### config.mk
export PLATFORM = sky130hd
export DESIGN_NAME = cmd_dispatch_queue
export DESIGN_NICKNAME = d
export VERILOG_FILES = /design/src/rtl/logos_pkg.sv /design/src/rtl/cmd_sync_fifo.sv /design/src/rtl/cmd_dispatch_queue.sv
export SDC_FILE = /design/constraint.sdc
export NUM_CORES = 1
export LEC_CHECK = 0
export ABC_CLOCK_PERIOD_IN_PS = 8550
export CAP_MARGIN = 5
export CORE_MARGIN = 2
export CORE_UTILIZATION = 59
export DETAILED_ROUTE_END_ITERATION = 8
export PLACE_DENSITY = 0.79
export SYNTH_ARGS = -nofsm -noshare
export SYNTH_HDL_FRONTEND = slang
export SYNTH_SLANG_ARGS = --single-unit
### constraint.sdc
create_clock -name clk -period 8.55 [get_ports clk]
set_clock_uncertainty 0.15 [all_clocks]
set_input_delay 1.71 -clock clk [delete_from_list [all_inputs] [get_ports clk]]
set_output_delay 1.71 -clock clk [all_outputs]
set_load 0.03 [all_outputs]
### src/rtl/logos_pkg.sv
// Shared definitions for the command dispatch queue: opcodes, target codes,
// host command field positions and dispatcher state encoding.
package logos_pkg;

  localparam logic [7:0] OP_NOP  = 8'h00;
  localparam logic [7:0] OP_HALT = 8'hFF;

  typedef enum logic [1:0] {
    TGT_C0   = 2'b00,
    TGT_C1   = 2'b01,
    TGT_ANY  = 2'b10,
    TGT_BOTH = 2'b11
  } target_e;

  localparam int OPC_HI  = 63;
  localparam int OPC_LO  = 56;
  localparam int SLOT_HI = 55;
  localparam int SLOT_LO = 52;
  localparam int TGT_HI  = 51;
  localparam int TGT_LO  = 50;
  localparam int RSVD_HI = 49;
  localparam int RSVD_LO = 48;

  typedef enum logic [1:0] {
    ST_RUN    = 2'd0,
    ST_DRAIN  = 2'd1,
    ST_HALTED = 2'd2
  } disp_state_e;

endpackage

### src/rtl/cmd_sync_fifo.sv
// Single-clock FIFO with registered occupancy count. The head word is
// presented combinationally on rdata whenever the FIFO is not empty.
module cmd_sync_fifo #(
  parameter int DEPTH     = 8,
  parameter int DEPTH_LOG = 3,
  parameter int W         = 64
) (
  input  logic                 clk,
  input  logic                 rst,
  input  logic                 push,
  input  logic [W-1:0]         wdata,
  input  logic                 pop,
  output logic [W-1:0]         rdata,
  output logic [DEPTH_LOG:0]   count,
  output logic                 full,
  output logic                 empty
);

  logic [W-1:0]           mem [DEPTH];
  logic [DEPTH_LOG-1:0]   wr_ptr;
  logic [DEPTH_LOG-1:0]   rd_ptr;
  logic                   push_ok;
  logic                   pop_ok;

  assign full    = (count == (DEPTH_LOG+1)'(DEPTH));
  assign empty   = (count == '0);
  assign push_ok = push && !full;
  assign pop_ok  = pop && !empty;
  assign rdata   = mem[rd_ptr];

  always_ff @(posedge clk) begin
    if (push_ok) begin
      mem[wr_ptr] <= wdata;
    end
  end

  // Pointers are DEPTH_LOG bits wide, so they wrap modulo DEPTH for free.
  always_ff @(posedge clk) begin
    if (rst) begin
      wr_ptr <= '0;
      rd_ptr <= '0;
      count  <= '0;
    end else begin
      if (push_ok) wr_ptr <= wr_ptr + 1'b1;
      if (pop_ok)  rd_ptr <= rd_ptr + 1'b1;
      case ({push_ok, pop_ok})
        2'b10:   count <= count + 1'b1;
        2'b01:   count <= count - 1'b1;
        default: count <= count;
      endcase
    end
  end

endmodule

### src/rtl/cmd_dispatch_queue.sv
// Buffers host command words and issues them in order to two NTT engines.
// Handshake: host words transfer on host_valid && host_ready; engines take a command on the cmd_valid_N pulse.
module cmd_dispatch_queue
  import logos_pkg::*;
#(
  parameter int DEPTH     = 8,
  parameter int DEPTH_LOG = 3,
  parameter int ADDR_W    = 48
) (
  input  logic                 clk,
  input  logic                 rst,
  input  logic                 host_valid,
  input  logic [63:0]          host_cmd,
  output logic                 host_ready,
  output logic                 cmd_valid_0,
  output logic                 cmd_valid_1,
  output logic [7:0]           cmd_opcode,
  output logic [3:0]           cmd_slot,
  output logic [ADDR_W-1:0]    cmd_dma_addr,
  input  logic                 engine_ready_0,
  input  logic                 engine_ready_1,
  output logic [DEPTH_LOG:0]   fifo_count,
  output logic                 halted,
  output logic [1:0]           dbg_state
);

  disp_state_e          state_q, state_d;
  logic                 rr_q, rr_d;
  logic                 blackout_0, blackout_1;
  logic                 issue_0, issue_1;
  logic                 pop;
  logic                 push;
  logic                 fifo_full, fifo_empty;
  logic [63:0]          head;
  logic [7:0]           head_op;
  target_e              head_tgt;
  logic                 elig_0, elig_1;
  logic                 unused_rsvd;

  cmd_sync_fifo #(
    .DEPTH     (DEPTH),
    .DEPTH_LOG (DEPTH_LOG),
    .W         (64)
  ) u_fifo (
    .clk   (clk),
    .rst   (rst),
    .push  (push),
    .wdata (host_cmd),
    .pop   (pop),
    .rdata (head),
    .count (fifo_count),
    .full  (fifo_full),
    .empty (fifo_empty)
  );

  assign head_op     = head[OPC_HI:OPC_LO];
  assign head_tgt    = target_e'(head[TGT_HI:TGT_LO]);
  assign unused_rsvd = ^head[RSVD_HI:RSVD_LO];

  // An engine drops ready only after it sees valid, so ready is ignored in the issue cycle.
  assign elig_0 = engine_ready_0 && !blackout_0;
  assign elig_1 = engine_ready_1 && !blackout_1;

  assign host_ready = (state_q == ST_RUN) && !fifo_full;
  assign push       = host_valid && host_ready;
  assign halted     = (state_q == ST_HALTED);
  assign dbg_state  = state_q;

  always_comb begin
    state_d = state_q;
    rr_d    = rr_q;
    issue_0 = 1'b0;
    issue_1 = 1'b0;
    pop     = 1'b0;
    case (state_q)
      ST_RUN: begin
        if (!fifo_empty) begin
          if (head_op == OP_NOP) begin
            pop = 1'b1;
          end else if (head_op == OP_HALT) begin
            pop     = 1'b1;
            state_d = ST_DRAIN;
          end else begin
            case (head_tgt)
              TGT_C0: issue_0 = elig_0;
              TGT_C1: issue_1 = elig_1;
              TGT_ANY: begin
                if (elig_0 && elig_1) begin
                  issue_0 = !rr_q;
                  issue_1 = rr_q;
                  rr_d    = !rr_q;
                end else begin
                  issue_0 = elig_0;
                  issue_1 = elig_1;
                end
              end
              TGT_BOTH: begin
                issue_0 = elig_0 && elig_1;
                issue_1 = elig_0 && elig_1;
              end
            endcase
            pop = issue_0 || issue_1;
          end
        end
      end
      ST_DRAIN: begin
        if (engine_ready_0 && engine_ready_1 && !blackout_0 && !blackout_1) begin
          state_d = ST_HALTED;
        end
      end
      ST_HALTED: state_d = ST_HALTED;
      default:   state_d = ST_RUN;
    endcase
  end

  always_ff @(posedge clk) begin
    if (rst) begin
      state_q      <= ST_RUN;
      rr_q         <= 1'b0;
      blackout_0   <= 1'b0;
      blackout_1   <= 1'b0;
      cmd_valid_0  <= 1'b0;
      cmd_valid_1  <= 1'b0;
      cmd_opcode   <= '0;
      cmd_slot     <= '0;
      cmd_dma_addr <= '0;
    end else begin
      state_q     <= state_d;
      rr_q        <= rr_d;
      blackout_0  <= issue_0;
      blackout_1  <= issue_1;
      cmd_valid_0 <= issue_0;
      cmd_valid_1 <= issue_1;
      if (issue_0 || issue_1) begin
        cmd_opcode   <= head_op;
        cmd_slot     <= head[SLOT_HI:SLOT_LO];
        cmd_dma_addr <= head[ADDR_W-1:0];
      end
    end
  end

endmodule
Yosys cells after proc, flatten, opt, wreduce, memory -nomap -nowiden

Memory sizes are Yosys's and may differ from the RTL's. A register that Yosys moved wholly into a read port is not among the register bits.
Cells that the tools add are included.

Bits of input ports: 69
Word-level logic and storage cells: 89
RAM bits: 512
Memories kept: 1
Output and inout port bits: 70
Flip-flop bits (word level): 75

Equality and inequality tests: 13
Bitwise gates (word level): 3
Muxes and demuxes: 34
Reduce and logical (&&, ||, !) cells: 24
Add/subtract/negate cells: 4

Memories:

| name       | depth | bits a word | rd ports | clocked after Yosys merged registers in | write ports | line                | text |
|---|---|---|---|---|---|---|---|
| u_fifo.mem | 8     | 64          | 1        | 1                                       | 1           | cmd_sync_fifo.sv:19 | `logic [W-1:0] mem [DEPTH];` |

Operator list:

| kind                                                               | count |
|---|---|
| 1-bit two-way mux                                                  | 24 |
| 1-bit logical AND                                                  | 10 |
| 2-bit == test, second input constant                               | 4 |
| 8-bit == test, second input constant                               | 1 |
| 8-bit zero test                                                    | 1 |
| 2-bit two-way mux                                                  | 4 |
| 4-bit one-hot mux with 2 select lines                              | 1 |
| 3-bit by 1-bit adder with 3-bit output, second input constant      | 2 |
| 2-bit by 1-bit == test with 1-bit output, second input constant    | 3 |
| 3-bit two-way mux                                                  | 2 |
| 2-bit != test, second input constant                               | 3 |
| 1-bit one-hot mux with 3 select lines                              | 2 |
| 2-bit one-hot mux with 3 select lines                              | 1 |
| 6-bit AND reduction                                                | 1 |
| 1-bit zero test                                                    | 5 |
| 4-bit by 1-bit adder with 4-bit output, second input constant      | 1 |
| 4-bit == test, second input constant                               | 1 |
| 2-bit zero test                                                    | 2 |
| 4-bit zero test                                                    | 1 |
| 4-bit AND reduction                                                | 1 |
| 4-bit by 1-bit subtractor with 4-bit output, second input constant | 1 |
| 1-bit inverter                                                     | 3 |
| 1-bit logical OR                                                   | 2 |
| 2-bit by 1-bit != test with 1-bit output, second input constant    | 1 |
| 2-bit nonzero test                                                 | 1 |

Depth between registers and ports, before layout

Gate-level depths: netlist of the first run.

Depth after elaboration: 17
Mapped depth: 15
Depth with buffers taken out: 13

Hierarchy

A second synthesis of the first run with hierarchy kept.

Cell total of the unflattened synthesis: 1122
Area, all modules: 22912.0 µm²

Modules (own cells, without submodules):

| module             | cells an instance | area an instance (µm²) | sequential area each (µm²) | instances |
|---|---|---|---|---|
| cmd_sync_fifo      | 814               | 19864.1                | 15635.0                    | 1 |
| cmd_dispatch_queue | 308               | 3047.9                 | 1301.2                     | 1 |

Least setup slack after synthesis of the first run

OpenSTA, ideal clock, no wires.

Path type: input-to-reg
From: input port host_valid
To: memory u_fifo.mem[0][0], enable pin
Buffers on the path: 0
Path slack: 1.605 ns
Setup time: 0.558 ns
Cell stages on the path: 3
Data arrival time: 6.237 ns
Required time: 7.842 ns
Cells stage by stage: and2_1 nand2b_1 nor3_1

Longest elaborated chain between the ends: 4

RTL lines:

| element                                 | line                     | text |
|---|---|---|
| start: declaration                      | cmd_dispatch_queue.sv:12 | `input logic host_valid,` |
| 1-bit logical AND                       | cmd_dispatch_queue.sv:65 | `assign push = host_valid && host_ready;` |
| 1-bit logical AND                       | cmd_sync_fifo.sv:27      | `assign push_ok = push && !full;` |
| 1-bit two-way mux                       | cmd_sync_fifo.sv:32      | `if (push_ok) begin` |
| 1-bit two-way mux (implied by the code) | cmd_sync_fifo.sv:33      | `mem[wr_ptr] <= wdata;` |
| end: declaration                        | cmd_sync_fifo.sv:19      |  |

No other way between the ends.

==> impl_metrics.toml, run 1 <==
[power]
sequentialPowerShare_pct = 44.4
int_pwr_w = 0.005610
total_leakage_power_nw = 7.857
vdd_ir_drop_max_mv = 0.2037
power_density_nw_per_um2 = 308.4
pwr-share-comb_pct = 24.7
power.share.switching_pct = 28.28
p_switching_w = 0.002212
clock_network_fraction_of_total_power_pct = 30.9
post-layout-total-power_w = 0.007822

[critical_path]
timing.critical_path.cells = "buf_4 -> mux4_2 -> mux2i_1 -> o22ai_1 -> and4bb_4 -> buf_4 -> nor2_1 -> a211oi_1"
cpMaxStageDelayCell = "and4bb_4"
critical-path-top-delay-family = "buffers and inverters"
criticalPathCategory = "reg2reg"
worstSetupEndpointType = "register"
critPathBufInv = 2
critPathMaxStageDelay_ns = 1.03
worst_ep_required_time_ns = 8.88
worst-endpoint-arrival_ns = 5.44
cp-start-kind = "register"
path_common_cell = "buf_4"
critical_path_peak_fanout = 63

[synthesis]
number_of_register_bits_inferred_by_synthesis = 574
mappedNetlistArea_um2 = 21690
yosysWarningCount = 0
synth_xor_area_share_pct = 0.2019
synth-simple-area-share_pct = 2.267
avgSynthCellArea_um2 = 20.87
synthCells = 1039
synth_nets = 1117
ffs_w_async_s_r_synth_pct = 0
synth_compound_gate_area_share_pct = 3.265
synth_edf_count = 496
proportion_of_synthesized_chip_area_in_sequential_cells_pct = 75.87
yosys-mux-area-fraction_pct = 16.19
netlist-cell-type-count = 38
synth_top_family_by_area = "multiplexers"
post_synth_fa_ha_maj_area_fraction_pct = 0.5538
most_frequently_used_flop_master_after_synthesis = "edfxtp_1"

[cts]
clock_insertion_delay_worst_skew_ns = 0.59
number_of_levels_in_the_clock_h_tree = 2
post_cts.repair.setup_buffers = 0
clock_sinks = 574
ctsHoldBuffers = 0
cts_tree = "yes"
cts.repair.resized = 0
ctsLongestPathBuffers = 3
clkTransAtPathRegs_ns = 0.06
tritoncts.num_buffers = 56
ctsRootBufferMaster = "clkbuf_16"

[die]
dieArea_um2 = 38310
die_w_um = 195.7
floorplan.initialDensity_pct = 59.53
fp.dieH_um = 195.7
std_cell_rows = 70
core_region_area_um2 = 36430
pin_count = 139

[drt]
via_count = 10410
drt-pass1-iter-count = 5
wl_per_cell_um = 24.19
antenna_left = 0
drc = 0
dr.first_iter.drc_count = 705
via_density_per_instance = 6.087
route.final.wire_length_mm = 41.37

[global_routing]
grt_start_max_net_pins = 66
grt_antenna_before_repair = 2
first_global_vias = 10700
grt_first_pass_wirelength_mm = 63.05
grt_remaining_overflow = 0
grt_total_usage_pct = 22.13

[placed_design]
dp_hpwl_mm = 21.81
final_gp_congestion = 0.7211
io_buffer_count = 136
post-place-cells = 1608

[sta]
timing.final.max_slew_violations = 0
setup_violations = 0
achievable-frequency_ghz = 0.1957
final.hold.worst_slack_ns = 0.3464
period_needed_ns = 5.110
worst_pin_slew_ns = 1.085
final_min_period_over_clock_period_pct = 59.76
setup-tns-final_ns = 0
rsz0062_at_grt = "false"
timing_hold_violations_final = 0
timing.max_slew.rel_slack_pct = 27.50

[final_layout]
nNetsFinal = 1276
antennaDiodeCount = 0
final-instance-count-excl-fill = 1710
areaGrowthSynthToFinish_pct = 16.96
mostFrequentLayoutCell = "edfxtp_1"
finish.utilization_pct = 69.62
layout-drive-gt1-share_pct = 22.54
mostFrequentLayoutCells = "edfxtp_1, clkdlybuf4s50_1, mux4_2"

[outcome]
outcome = "finished clean"

[run]
max_cap_violations = 0

[worst_hold_path]
holdCritPathClass = "reg2reg"
==> per-layer routing <==
layer / share of wire, % / vias to the layer above / GRT usage, %
met4: 2.0 / 4 / 5.696
met3: 6.4 / 65 / 3.834
met2: 51 / 363 / 37.79
met1: 41 / 5414 / 30.18
met5: 0.060 / - / 0
li1: - / 4563 / -
==> power groups by stage <==
stage	clock network [W]	logic (W)	registers (W)
3_5_place_dp	0	0.00194	0.00354
2_1_floorplan	0	0.00118	0.00375
3_3_place_gp	0	0.00190	0.00352
4_1_cts	0.00245	0.00196	0.00348
6_report	0.00242	0.00193	0.00348
5_1_grt	0.00256	0.00208	0.00351
==> cell families after synthesis <==
kind of cell / after synthesis
buffers and inverters: 64
and+or+nand+nor: 112
adders and majority gates: 9
AOI/OAI and AO/OA: 80
DFF: 574
xor gates and xnor gates: 5
muxes: 195
==> flip-flops by register name, summed over array words and instances (netlist names), named ones only <==
| name | flops |
|---|---|
| cmd_dma_addr | 48 |
| u_fifo.rd_ptr | 3 |
| cmd_slot | 4 |
| dbg_state | 2 |
| u_fifo.wr_ptr | 3 |
| u_fifo.mem | 496 |
| rr_q | 1 |
| blackout_1 | 1 |
| cmd_opcode | 8 |
| u_fifo.count | 4 |
| blackout_0 | 1 |
==> worst min-delay path, delay by kind of cell (launching register included) <==
kind | cells | cell delay [ns]
AOI/OAI and AO/OA | 2 | 0.13
DFF | 1 | 0.33
==> synthesized netlist by cell type (all sizes together) (2+ instances only) <==
library cell,number,area share (%)
edfxtp,496,69
a21o,2,0.069
and3,2,0.058
nand4,2,0.058
dfxtp,78,7.2
a21oi,14,0.32
xor2,3,0.12
clkbuf,28,0.48
xnor2,2,0.081
inv,8,0.14
nand2b,7,0.20
a211oi,55,2.6
o21ai,5,0.12
nor4,2,0.058
nor3,4,0.092
nor2,78,1.3
nor2b,2,0.058
nand2,8,0.14
nand3b,2,0.069
buf,28,1.0
mux2,7,0.36
mux4,124,13
or4,2,0.069
mux2i,64,3.0
ha,8,0.46
==> layout make-up <==
class	instances	area, um^2
Multi-Input combinational cell	401	4935
Clock inverter	20	210.2
Clock buffer	82	1622
Timing Repair Buffer	157	1516
Tap cell	468	585.6
Inverter	8	30.03
Fill cell	2196	11070
Sequential cell	574	16470
==> final timing paths <==
kind	start	endpoint	slack, ns	cells after the start
worst max-delay path	register	cmd_dma_addr[21]$_SDFFE_PP0P_	3.44	8
worst min-delay path	rr_q$_SDFFE_PP0P_	rr_q$_SDFFE_PP0P_	0.35	2
worst max register to register	register	cmd_dma_addr[21]$_SDFFE_PP0P_	3.44	8
worst min register to register	rr_q$_SDFFE_PP0P_	rr_q$_SDFFE_PP0P_	0.35	2
==> metrics by stage <==
| stage | instance area, um^2 | setup slack (ns) |
|---|---|---|
| 3_3_place_gp | 23530 | 3.464 |
| 6_report | 25370 | 3.440 |
| 2_1_floorplan | 21690 | 1.605 |
| 3_5_place_dp | 23530 | 3.325 |
| 5_1_grt | 25370 | 2.967 |
| 4_1_cts | 25370 | 3.306 |
No activity file was read; power rests on OpenSTA's default activity.
==> inputs of run 2 (changes only) <==
--- a/config.mk
+++ b/config.mk
@@ -5,12 +5,12 @@
 export SDC_FILE = /design/constraint.sdc
 export NUM_CORES = 1
 export LEC_CHECK = 0
-export ABC_CLOCK_PERIOD_IN_PS = 8550
+export ABC_CLOCK_PERIOD_IN_PS = 4340
 export CAP_MARGIN = 5
 export CORE_MARGIN = 2
-export CORE_UTILIZATION = 59
+export CORE_UTILIZATION = 53
 export DETAILED_ROUTE_END_ITERATION = 8
-export PLACE_DENSITY = 0.79
+export PLACE_DENSITY = 0.75
 export SYNTH_ARGS = -nofsm -noshare
 export SYNTH_HDL_FRONTEND = slang
 export SYNTH_SLANG_ARGS = --single-unit
==> constraint.sdc (replaced) <==
create_clock -name clk -period 4.34 [get_ports clk]
set_clock_uncertainty 0.15 [all_clocks]
set_input_delay 0.868 -clock clk [delete_from_list [all_inputs] [get_ports clk]]
set_output_delay 0.868 -clock clk [all_outputs]
set_load 0.03 [all_outputs]
==> impl_metrics.toml, run 2 (synthesized netlist as in run 1, its figures left out) <==
[drt]
via_density_per_instance = 5.783
route.final.wire_length_mm = 41.92
via_count = 10300
drc = 0
wl_per_cell_um = 23.53
dr.first_iter.drc_count = 786
antenna_left = 0
drt-pass1-iter-count = 5

[sta]
timing_hold_violations_final = 0
period_needed_ns = 3.874
timing.final.ws_setup_ns = 0.4657
timing.final.max_slew_violations = 0
setup-tns-final_ns = 0
worst_pin_slew_ns = 1.151
final.hold.worst_slack_ns = 0.3509
achievable-frequency_ghz = 0.2581
timing.max_slew.rel_slack_pct = 23.29
final_min_period_over_clock_period_pct = 89.27
setup_violations = 0
rsz0062_at_grt = "false"

[placed_design]
detailedPlace.worstSlack_ns = 0.4609
final_gp_congestion = 0.7703
dp_hpwl_mm = 21.43
io_buffer_count = 136
placement.cell_area_um2 = 23770

[worst_hold_path]
holdCritPathClass = "reg2reg"
worst_hold_path.num_cells = 2
hold_start = "cmd_dma_addr[34]$_SDFFE_PP0P_"
timing.hold.worst_endpoint = "cmd_dma_addr[34]$_SDFFE_PP0P_"

[die]
core_region_area_um2 = 40650
dieArea_um2 = 42560
std_cell_rows = 74
fp.dieH_um = 206.3
pin_count = 139
floorplan.initialDensity_pct = 53.36
die_w_um = 206.3

[cts]
ctsLongestPathBuffers = 3
ctsRootBufferMaster = "clkbuf_16"
cts_tree = "yes"
tritoncts.num_buffers = 56
post_cts.repair.setup_buffers = 0
cts.repair.resized = 0
ctsHoldBuffers = 0
clkTransAtPathRegs_ns = 0.06
clock_insertion_delay_worst_skew_ns = 0.59
clock_sinks = 574
number_of_levels_in_the_clock_h_tree = 2

[critical_path]
critPathBufInv = 1
rrSetupSlack_ns = 0.47
worst_ep_required_time_ns = 4.70
r2r-end = "u_fifo.count[3]$_SDFFE_PP0P_"
cp-start-kind = "register"
critical-path-top-delay-family = "multiplexers"
criticalPathCategory = "reg2reg"
critical_path_peak_fanout = 18
critPathMaxStageDelay_ns = 0.56
worstSetupEndpointType = "register"
worst-r2r-cell-count = 13
timing.critical_path.cells = "buf_4 -> mux4_2 -> mux2_2 -> nor2_1 -> nand4_1 -> a31oi_1 -> ha_1 -> ha_1 -> a21o_1 -> a21oi_1 -> xnor2_1 -> or3_1 -> a21oi_1"
worst-endpoint-arrival_ns = 4.24
cpMaxStageDelayCell = "dfxtp_4"

[global_routing]
layer_carrying_the_most_global_route_usage = "met2"
grt_remaining_overflow = 0
grt_util_met1_pct = 27.73
grt_antenna_before_repair = 1
first_global_vias = 10670
grt_start_max_net_pins = 70
grt_total_usage_pct = 20.07
globalRouteMet2Util_pct = 33.40
grt_use_met3_pct = 3.122
grt_first_pass_wirelength_mm = 62.82

[final_layout]
mostFrequentLayoutCells = "edfxtp_1, clkdlybuf4s50_1, mux4_2"
mostFrequentLayoutCell = "edfxtp_1"
finish.utilization_pct = 62.93
areaGrowthSynthToFinish_pct = 17.94
largest_register_ffs = 496
area_of_all_placed_cells_without_fillers_um2 = 25580
layout-drive-gt1-share_pct = 22.53
regMostFlops = "u_fifo.mem"
reg_top3 = "u_fifo.mem x496, cmd_dma_addr x48, cmd_opcode x8"
nNetsFinal = 1277

[power]
total_leakage_power_nw = 7.874
vdd_ir_drop_max_mv = 0.4736
power_density_nw_per_um2 = 601.7

[run]
max_cap_violations = 0

[outcome]
outcome = "finished clean"
-- run 2: cell types whose count changed in the layout (fill, tap and decap cells not counted) --
cell	before	now
diode_2	0	2
inv_6	0	3
buf_12	0	11
nor3_4	0	2
nor3_2	2	0
buf_4	22	12
clkinv_1	3	7
clkinv_8	1	0
clkbuf_16	58	57
bufinv_16	4	3
-- run 2: worst max path at each step --
stage | from | to | slack (ns) | cells past startpoint
after global routing | register | u_fifo.count[3]$_SDFFE_PP0P_ | 0.17 | 13
final | register | u_fifo.count[3]$_SDFFE_PP0P_ | 0.47 | 13
after global placement | register | u_fifo.count[3]$_SDFFE_PP0P_ | 0.46 | 13
after floorplan | u_fifo.count[0]$_SDFFE_PP0P_ | u_fifo.mem[2][0]$_DFFE_PP_ | -0.58 | 5
after CTS | register | u_fifo.count[3]$_SDFFE_PP0P_ | 0.42 | 13
after detailed placement | register | u_fifo.count[3]$_SDFFE_PP0P_ | 0.46 | 13
-- run 2: report_power, final --
part	internal (W)	total, W	leakage (nW)	switching, W
sequential	0.00651	0.00680	5.15	0.000289
combinational	0.00176	0.00391	1.84	0.00215
clock	0.00273	0.00468	0.889	0.00194
total	0.0110	0.0154	7.87	0.00438
-- run 2: stage by stage --
step / total power [W] / cells
5_1_grt: 0.01605 / 1780
2_1_floorplan: 0.009703 / 1039
6_report: 0.01539 / 1781
3_3_place_gp: 0.01076 / 1673
3_5_place_dp: 0.01087 / 1673
4_1_cts: 0.01558 / 1779
-- run 2: layer usage --
metal  vias up  share of wire [%]
li1       4570                  -
met1      5445                 44
met2       233                 50
met3        51                4.5
met4         0                1.8
met5         -                  0
-- run 2: cell type report --
| type | count | area (um^2) |
|---|---|---|
| clock buffer | 81 | 1597 |
| fill | 2747 | 15070 |
| antenna | 2 | 5.005 |
| tap | 532 | 665.6 |
| clock inverter | 25 | 205.2 |
| sequential | 574 | 16470 |
| multi-input combinational | 401 | 4947 |
| inverter | 8 | 30.03 |
| timing repair buffer | 158 | 1662 |
-- run 2: worst reg2reg max path, stage by stage (launching register included) --
cell and delay [ns]:
dfxtp_4 0.56, buf_4 0.31, mux4_2 0.54, mux2_2 0.31, nor2_1 0.11, nand4_1 0.18, a31oi_1 0.27, ha_1 0.24
ha_1 0.25, a21o_1 0.18, a21oi_1 0.16, xnor2_1 0.09, or3_1 0.30, a21oi_1 0.14
